<file path="src/rtl/traffic_pkg.sv">
// Shared encodings for the vehicle light sequencer and the pedestrian controller.
package traffic_pkg;

    typedef enum logic [1:0] {
        RED    = 2'b00,
        YELLOW = 2'b01,
        GREEN  = 2'b10
    } veh_light_t;

    typedef enum logic [1:0] {
        PED_DONT_WALK = 2'b00,
        PED_WALK      = 2'b01,
        PED_FLASH     = 2'b10
    } ped_state_t;

    // Exactly one lamp lit: odd parity rules out 0 and 2, the AND term rules out 3.
    function automatic logic light_legal(input logic r, input logic g, input logic y);
        return (r ^ g ^ y) & ~(r & g & y);
    endfunction

endpackage

</file>
<file path="src/rtl/ped_signal_ctrl_if.sv">
// Bundle of vehicle-light inputs, button request and pedestrian lamp outputs.
interface ped_signal_ctrl_if #(
    parameter int CNT_W = 8
);
    logic             ped_btn;
    logic             rlight;
    logic             glight;
    logic             ylight;
    logic             walk;
    logic             dont_walk;
    logic             req_pending;
    logic [CNT_W-1:0] remain;
    logic             fault;

    modport master (
        output ped_btn, rlight, glight, ylight,
        input  walk, dont_walk, req_pending, remain, fault
    );

    modport slave (
        input  ped_btn, rlight, glight, ylight,
        output walk, dont_walk, req_pending, remain, fault
    );
endinterface

</file>
<file path="src/rtl/ped_blink_gen.sv">
// Flash divider: output restarts high on clear and toggles every BLINK_DIV enabled cycles.
module ped_blink_gen #(
    parameter int BLINK_DIV = 2
) (
    input  logic clk,
    input  logic reset,
    input  logic clr_i,
    input  logic en_i,
    output logic blink_o
);
    localparam int DIV_W = (BLINK_DIV > 1) ? $clog2(BLINK_DIV) : 1;
    localparam logic [DIV_W-1:0] CNT_LAST = DIV_W'(BLINK_DIV - 1);

    logic [DIV_W-1:0] cnt_q;
    logic             blink_q;

    always_ff @(posedge clk) begin
        if (!reset) begin
            cnt_q   <= '0;
            blink_q <= 1'b1;
        end else if (clr_i) begin
            cnt_q   <= '0;
            blink_q <= 1'b1;
        end else if (en_i) begin
            if (cnt_q == CNT_LAST) begin
                cnt_q   <= '0;
                blink_q <= ~blink_q;
            end else begin
                cnt_q <= cnt_q + DIV_W'(1);
            end
        end
    end

    assign blink_o = blink_q;
endmodule

</file>
<file path="src/rtl/ped_signal_ctrl.sv">
// Pedestrian crossing controller: grants WALK on a fresh vehicle red when a request is
// latched, then a flashing DONT_WALK clearance; illegal light encodings raise a sticky fault.
module ped_signal_ctrl
    import traffic_pkg::*;
#(
    parameter int WALK_CYCLES  = 8,
    parameter int FLASH_CYCLES = 6,
    parameter int BLINK_DIV    = 2,
    parameter int CNT_W        = 8
) (
    input  logic              clk,
    input  logic              reset,
    ped_signal_ctrl_if.slave  bus
);
    localparam logic [CNT_W-1:0] WALK_INIT  = CNT_W'(WALK_CYCLES - 1);
    localparam logic [CNT_W-1:0] FLASH_INIT = CNT_W'(FLASH_CYCLES - 1);

    ped_state_t       state_q, state_d;
    logic [CNT_W-1:0] remain_q, remain_d;
    logic             rlight_q;
    logic             req_q, req_d;
    logic             fault_q, fault_d;
    logic             legal;
    logic             red_rise;
    logic             flash_clr;
    logic             enter_walk;
    logic             blink;

    assign legal    = light_legal(bus.rlight, bus.glight, bus.ylight);
    assign red_rise = bus.rlight & ~rlight_q;

    always_comb begin
        state_d   = state_q;
        remain_d  = remain_q;
        flash_clr = 1'b0;
        case (state_q)
            PED_DONT_WALK: begin
                if (req_q && red_rise && legal && !fault_q) begin
                    state_d  = PED_WALK;
                    remain_d = WALK_INIT;
                end
            end
            PED_WALK: begin
                // Vehicles leaving red or a corrupt encoding ends the crossing at once.
                if (!bus.rlight || !legal) begin
                    state_d  = PED_DONT_WALK;
                    remain_d = '0;
                end else if (remain_q == '0) begin
                    state_d   = PED_FLASH;
                    remain_d  = FLASH_INIT;
                    flash_clr = 1'b1;
                end else begin
                    remain_d = remain_q - 1'b1;
                end
            end
            PED_FLASH: begin
                if (!bus.rlight || !legal || remain_q == '0) begin
                    state_d  = PED_DONT_WALK;
                    remain_d = '0;
                end else begin
                    remain_d = remain_q - 1'b1;
                end
            end
            default: begin
                state_d  = PED_DONT_WALK;
                remain_d = '0;
            end
        endcase
    end

    assign enter_walk = (state_d == PED_WALK) && (state_q != PED_WALK);

    always_comb begin
        req_d = req_q;
        if (enter_walk) begin
            req_d = 1'b0;
        end else if (bus.ped_btn && state_q != PED_WALK) begin
            req_d = 1'b1;
        end
    end

    assign fault_d = fault_q | ~legal;

    always_ff @(posedge clk) begin
        if (!reset) begin
            state_q  <= PED_DONT_WALK;
            remain_q <= '0;
            rlight_q <= 1'b0;
            req_q    <= 1'b0;
            fault_q  <= 1'b0;
        end else begin
            state_q  <= state_d;
            remain_q <= remain_d;
            rlight_q <= bus.rlight;
            req_q    <= req_d;
            fault_q  <= fault_d;
        end
    end

    ped_blink_gen #(
        .BLINK_DIV (BLINK_DIV)
    ) u_blink (
        .clk     (clk),
        .reset   (reset),
        .clr_i   (flash_clr),
        .en_i    (state_q == PED_FLASH),
        .blink_o (blink)
    );

    assign bus.walk        = (state_q == PED_WALK);
    assign bus.dont_walk   = (state_q == PED_FLASH) ? blink : (state_q != PED_WALK);
    assign bus.req_pending = req_q;
    assign bus.remain      = remain_q;
    assign bus.fault       = fault_q;
endmodule

</file>
<file path="src/flat_wrapper.sv">
// flat-port wrapper written by rule: the top's interface ports become plain ports
module ped_signal_ctrl_flat import traffic_pkg::*;
#(
    parameter int WALK_CYCLES  = 8,
    parameter int FLASH_CYCLES = 6,
    parameter int BLINK_DIV    = 2,
    parameter int CNT_W        = 8
)
  (clk, reset, bus_ped_btn, bus_rlight, bus_glight, bus_ylight, bus_walk, bus_dont_walk, bus_req_pending, bus_remain, bus_fault);
  ped_signal_ctrl_if #(.CNT_W(CNT_W)) bus_i ();
  input  logic clk;
  input  logic reset;
  input wire logic [$bits(bus_i.ped_btn)-1:0] bus_ped_btn;
  input wire logic [$bits(bus_i.rlight)-1:0] bus_rlight;
  input wire logic [$bits(bus_i.glight)-1:0] bus_glight;
  input wire logic [$bits(bus_i.ylight)-1:0] bus_ylight;
  output wire logic [$bits(bus_i.walk)-1:0] bus_walk;
  output wire logic [$bits(bus_i.dont_walk)-1:0] bus_dont_walk;
  output wire logic [$bits(bus_i.req_pending)-1:0] bus_req_pending;
  output wire logic [$bits(bus_i.remain)-1:0] bus_remain;
  output wire logic [$bits(bus_i.fault)-1:0] bus_fault;
  assign bus_i.ped_btn = bus_ped_btn;
  assign bus_i.rlight = bus_rlight;
  assign bus_i.glight = bus_glight;
  assign bus_i.ylight = bus_ylight;
  assign bus_walk = bus_i.walk;
  assign bus_dont_walk = bus_i.dont_walk;
  assign bus_req_pending = bus_i.req_pending;
  assign bus_remain = bus_i.remain;
  assign bus_fault = bus_i.fault;
  ped_signal_ctrl #(.WALK_CYCLES(WALK_CYCLES), .FLASH_CYCLES(FLASH_CYCLES), .BLINK_DIV(BLINK_DIV), .CNT_W(CNT_W)) u_core (.clk(clk), .reset(reset), .bus(bus_i));
endmodule
</file>
<file path="config.mk">
export PLATFORM = sky130hd
export DESIGN_NAME = ped_signal_ctrl_flat
export DESIGN_NICKNAME = d
export VERILOG_FILES = /design/src/rtl/traffic_pkg.sv /design/src/rtl/ped_signal_ctrl_if.sv /design/src/rtl/ped_blink_gen.sv /design/src/rtl/ped_signal_ctrl.sv /design/src/flat_wrapper.sv
export SDC_FILE = /design/constraint.sdc
export NUM_CORES = 1
export LEC_CHECK = 0
export CAP_MARGIN = 40
export CORE_ASPECT_RATIO = 0.8
export CORE_MARGIN = 1.5
export CORE_UTILIZATION = 40
export DETAILED_ROUTE_END_ITERATION = 10
export PLACE_DENSITY_LB_ADDON = 0.05
export SLEW_MARGIN = 20
export SYNTH_ARGS = -nofsm -noshare
export SYNTH_HDL_FRONTEND = slang
export SYNTH_HIERARCHICAL = 1
export SYNTH_SLANG_ARGS = --single-unit
</file>
<file path="constraint.sdc">
create_clock -name clk -period 2.4 [get_ports clk]
set_input_delay 0.24 -clock clk [delete_from_list [all_inputs] [get_ports clk]]
set_output_delay 0.24 -clock clk [all_outputs]
set_load 0.05 [all_outputs]
</file>
Word-level counts from Yosys, hierarchy flattened
Cells that the tools add are included.

Input bits: 6. Output and inout port bits: 12. Register bits after elaboration: 15.

Reductions and logical operators: 15. Muxes and demuxes: 15. Bitwise logic cells: 12. Equality and inequality tests: 5. $add $sub $neg: 2.

Operator list (number): $mux W8 (4); $pmux W8 S3 (1); $logic_not A8 Y1 (1); $mux W2 (4); $sub A8 B1 Y8 const B (1); $pmux W2 S3 (1); $logic_and A1 B1 Y1 (5); $mux W1 (5); $not A1 Y1 (5); $and A1 B1 Y1 (4); $eq A2 B1 Y1 const B (2); $ne A2 B1 Y1 const B (2); $reduce_or A2 Y1 (2); $logic_not A1 Y1 (3); $eq A2 B2 Y1 const B (1); $logic_not A2 Y1 (1); $logic_or A1 B1 Y1 (2); $reduce_and A2 Y1 (1); $xor A1 B1 Y1 (2); $add A1 B1 Y1 const B (1); $or A1 B1 Y1 (1).

Logic depth before layout (Yosys ltp)
Gate-level depths: netlist of the first run.

Depth in word-level cells: 12. Mapped depth: 7. Gate-level depth less buffers: 7.

By module
Netlist of the first run, hierarchy kept.

By module, submodules not included: ped_signal_ctrl (cells an instance 91, times used 1, sequential area each 260.2 um^2, area each 815.8 um^2); ped_blink_gen (cells an instance 8, times used 1, sequential area each 40.0 um^2, area each 82.6 um^2).

Worst setup path before layout of the first run
OpenSTA, ideal clock, no wires.

Kind: flip-flop to flip-flop. Start: register u_core.remain_q[0], in the netlist u_core/bus.remain[0]. End: register u_core.remain_q[3], in the netlist u_core/bus.remain[3]. Library setup time: 0.094 ns. Required time: 2.306 ns. Cell stages (with the launch flop): 7. Path slack: 0.487 ns. Arrival: 1.819 ns. Path through: dfxtp_1 -> inv_1 -> ha_1 -> nor3b_1 -> a22oi_2 -> nand2_4 -> o311ai_2.

Cells in the longest elaborated chain, start to end: 4.

Ends and longest elaborated chain: from (decl) (RTL line ped_signal_ctrl.sv:19) `logic [CNT_W-1:0] remain_q, remain_d;`; from (signal assigned) (RTL line ped_signal_ctrl.sv:93) `remain_q <= remain_d;`; $sub A8 B1 Y8 or $logic_not A8 Y1 (tied branches); $mux W8 or $logic_or A1 B1 Y1 (tied branches) (RTL line ped_signal_ctrl.sv:48, ped_signal_ctrl.sv:57); $mux W8 (on tied branches) (RTL line ped_signal_ctrl.sv:45, ped_signal_ctrl.sv:57); $pmux W8 S3 (*) (RTL line ped_signal_ctrl.sv:36) `case (state_q)`.

Every way passes the cells marked *; elsewhere a longest branch is shown, timed or not. A chain may end at the register's enable or synchronous reset.

Worst setup path after layout of the first run
Start: register u_core.state_q[0]. End: output port bus_walk.

Cells in the longest elaborated chain, start to end: 1.

Ends and longest elaborated chain: from (decl) (RTL line ped_signal_ctrl.sv:18) `ped_state_t state_q, state_d;`; from (signal assigned) (RTL line ped_signal_ctrl.sv:92) `state_q <= state_d;`; $eq A2 B1 Y1 (RTL line ped_signal_ctrl.sv:110) `assign bus.walk = (state_q == PED_WALK);`; to (decl) (RTL line flat_wrapper.sv:17) `output wire logic [$bits(bus_i.walk)-1:0] bus_walk;`.

No other way between the ends.

==> results of run 1 <==
==> metal layers <==
| layer | wire [um] | track usage (%) |
|---|---|---|
| met5 | 0 | 0 |
| met4 | 12 | 2.86 |
| met3 | 135 | 5.97 |
| met2 | 791 | 25.6 |
| met1 | 1040 | 23.7 |
==> kinds of logic (layout without fill, tap and decap cells) <==
logic type / count (synthesis) / in the layout / synth area share, %
and+or+nand+nor: 48 / 48 / 32.7
adders and majority gates: 3 / 3 / 4.18
buffers and inverters: 6 / 27 / 2.65
DFF: 15 / 15 / 33.4
AOI/OAI and AO/OA: 22 / 22 / 21.9
muxes: 2 / 2 / 2.23
xor gates and xnor gates: 3 / 3 / 2.93
==> final cells by class <==
class | count | area [sq um]
fill | 223 | 1010
multi-input combinational | 78 | 574
inverter | 5 | 18.8
clock buffer | 4 | 26.3
sequential | 15 | 300
timing repair buffer | 18 | 180
tap | 25 | 31.3
==> sequential cells by signal, summed over array words and instances (netlist names) <==
| name | flops |
|---|---|
| u_core/bus.req_pending | 1 |
| u_core/rlight_q | 1 |
| u_core/state_q | 2 |
| u_core/u_blink/cnt_q | 1 |
| u_core/bus.remain | 8 |
| u_core/u_blink/blink_o | 1 |
| u_core/bus.fault | 1 |
==> where the power goes <==
part | internal [mW] | total [mW] | switching [mW] | leakage (nW)
clock | 0.0644 | 0.139 | 0.0744 | 0.0150
sequential | 0.255 | 0.260 | 0.00558 | 0.122
combinational | 0.0445 | 0.105 | 0.0604 | 0.307
==> how the worst max path moves through the flow <==
stage | start | to | slack, ns
3_5_place_dp | bus_rlight | u_core/bus.remain[6]$_SDFFE_PN0P_ | 0.15
3_3_place_gp | bus_rlight | u_core/bus.remain[3]$_SDFFE_PN0P_ | 0.21
4_1_cts | u_core/state_q[1]$_SDFF_PN0_ | bus_dont_walk | 0.15
2_1_floorplan | u_core/bus.remain[0]$_SDFFE_PN0P_ | u_core/bus.remain[3]$_SDFFE_PN0P_ | 0.49
5_1_grt | u_core/state_q[0]$_SDFF_PN0_ | bus_walk | 0.09
6_report | u_core/state_q[0]$_SDFF_PN0_ | bus_walk | 0.23
==> cell usage after synthesis (2+ instances only) <==
library cell / n / area, sq um
nor2_1: 5 / 18.8
nor3b_1: 4 / 30.0
and2_1: 3 / 18.8
nand2b_1: 3 / 18.8
nand2_1: 10 / 37.5
inv_1: 5 / 18.8
nor2b_1: 3 / 18.8
nand3_1: 7 / 35.0
nand4_1: 3 / 18.8
o211ai_1: 3 / 22.5
a21oi_1: 3 / 15.0
nor3_1: 3 / 15.0
dfxtp_1: 15 / 300
mux2i_1: 2 / 20.0
o311ai_2: 2 / 32.5
xnor2_1: 2 / 17.5
ha_1: 3 / 37.5
==> critical path: stages, from the launching register on <==
cell             delay (ns)
dfxtp_1                0.53
nand2b_1               0.18
inv_1                  0.13
clkdlybuf4s50_1        0.81
==> layout by cell type, fill, tap and decap left out, types with 2 or more instances in the layout <==
cell	count
nor3_1	3
inv_1	5
o211ai_1	3
nand3_1	7
clkbuf_4	3
nand2_1	10
nor2b_1	3
nand4_1	3
a21oi_1	3
dfxtp_1	15
clkdlybuf4s50_1	16
ha_1	3
mux2i_1	2
nand2b_1	3
xnor2_1	2
and2_1	3
nor2_1	5
nor3b_1	4
o311ai_2	2
==> results.json, run 1 <==
{
  "run_status": "finished, final reports clean",
  "ioPinCount": 18,
  "rr_startpoint": "u_core/bus.remain[0]$_SDFFE_PN0P_",
  "cap_violations": 0,
  "yosys_warnings": 6,
  "firstDrtPassIters": 5,
  "drive_above_1_share_pct": 13.3,
  "detail-route-antenna-nets": 0,
  "syn_to_final_growth_pct": 25.9,
  "synth_cell_types": 40,
  "numCtsBuffers": 3,
  "path_clk_slew_ns": 0.08,
  "layout.cells.non_filler": 145,
  "hold_start": "u_core/bus.remain[7]$_SDFFE_PN0P_",
  "cts_sinks": 15,
  "synthFlopType": "dfxtp_1",
  "dp_cells": 141,
  "fmax_ghz": 0.461,
  "whs_endpoint": "u_core/bus.remain[7]$_SDFFE_PN0P_",
  "cts_tree": "yes",
  "final_nets": 130,
  "postCtsSetupBuffers": 0,
  "gp_congestion": 0.856,
  "peakVddDrop_uv": 418,
  "htreeDepth": 1,
  "regToRegSetupSlack_ns": 0.75,
  "wl_per_cell_um": 13.7,
  "finalSetupTns_ns": 0,
  "finalCritPeriodShare_pct": 90.4,
  "grt_pass1_vias": 727,
  "rows": 15,
  "worstReg2RegEnd": "u_core/bus.remain[2]$_SDFFE_PN0P_",
  "n_antenna_cell": 0,
  "ys_ff_latch": 15,
  "endpoint_kind": "output port",
  "period_minus_slack_ns": 2.17,
  "die_h_um": 45.4,
  "grt_pass1_wl_um": 3290,
  "synth_fp_nets": 108,
  "fin_area_sq_um": 1130,
  "grt_setup_unrepaired": "no",
  "async_flop_share_pct": 0,
  "fp.dieArea_sq_um": 2540,
  "overflow": 0,
  "power_density_nw_per_um2": 446,
  "worstPathRequired_ns": 2.16,
  "cp_max_fo": 10,
  "crit_arrival_ns": 1.93,
  "postCtsHoldBufs": 0,
  "dpl_cell_area_sq_um": 1100,
  "final_core_util_pct": 52.9,
  "total_power_mw": 0.504,
  "start_util_pct": 42.0,
  "hold_viol": 0,
  "maxSlewViolCount": 0,
  "hp-class": "reg -> reg",
  "cts_resized": 0,
  "io_buffers": 17,
  "grt_use_total_pct": 16.9,
  "antenna_found_initial": 0,
  "drc": 0,
  "wl_um": 1980,
  "drt_first_iter_violations": 14,
  "avgSynthCellArea_sq_um": 9.07,
  "fin_skew_ns": 0.000437,
  "syn_inst": 99,
  "syn_area_sq_um": 898,
  "place_ws_ns": 0.148,
  "finalWorstSetupSlack_ns": 0.229,
  "clkLatencyLatePin_ns": 0.27,
  "hold_depth": 2,
  "start_kind": "flip-flop",
  "grt_max_degree": 11,
  "tightest_slew_ns": 0.629,
  "dp_hpwl_um": 1520,
  "cts_root_buf": "clkbuf_4",
  "avgViaCountPerCell": 5.57,
  "clock_path_buffers": 2,
  "r2r.worst_path.cells": 6,
  "power_leakage_nw": 0.444,
  "die_x_um": 56.0,
  "timing.hold.ws_ns": 0.522,
  "maxSlewHeadroom_pct": 57.9,
  "yosysSeqAreaShare_pct": 33.4,
  "setup_violations": 0,
  "crit_type": "reg -> out",
  "synth_edf_count": 0,
  "vias": 808,
  "fp.coreArea_sq_um": 2140
}
Power figures use the tool's default switching activity.
==> run 2: changes to the inputs <==
--- a/config.mk
+++ b/config.mk
@@ -9,6 +9,7 @@
 export CORE_ASPECT_RATIO = 0.8
 export CORE_MARGIN = 1.5
 export CORE_UTILIZATION = 40
+export CTS_CLUSTER_DIAMETER = 120
 export DETAILED_ROUTE_END_ITERATION = 10
 export PLACE_DENSITY_LB_ADDON = 0.05
 export SLEW_MARGIN = 20
==> results of run 2 <==
The final DEF is identical to that of run 1; final timing and power are the same.
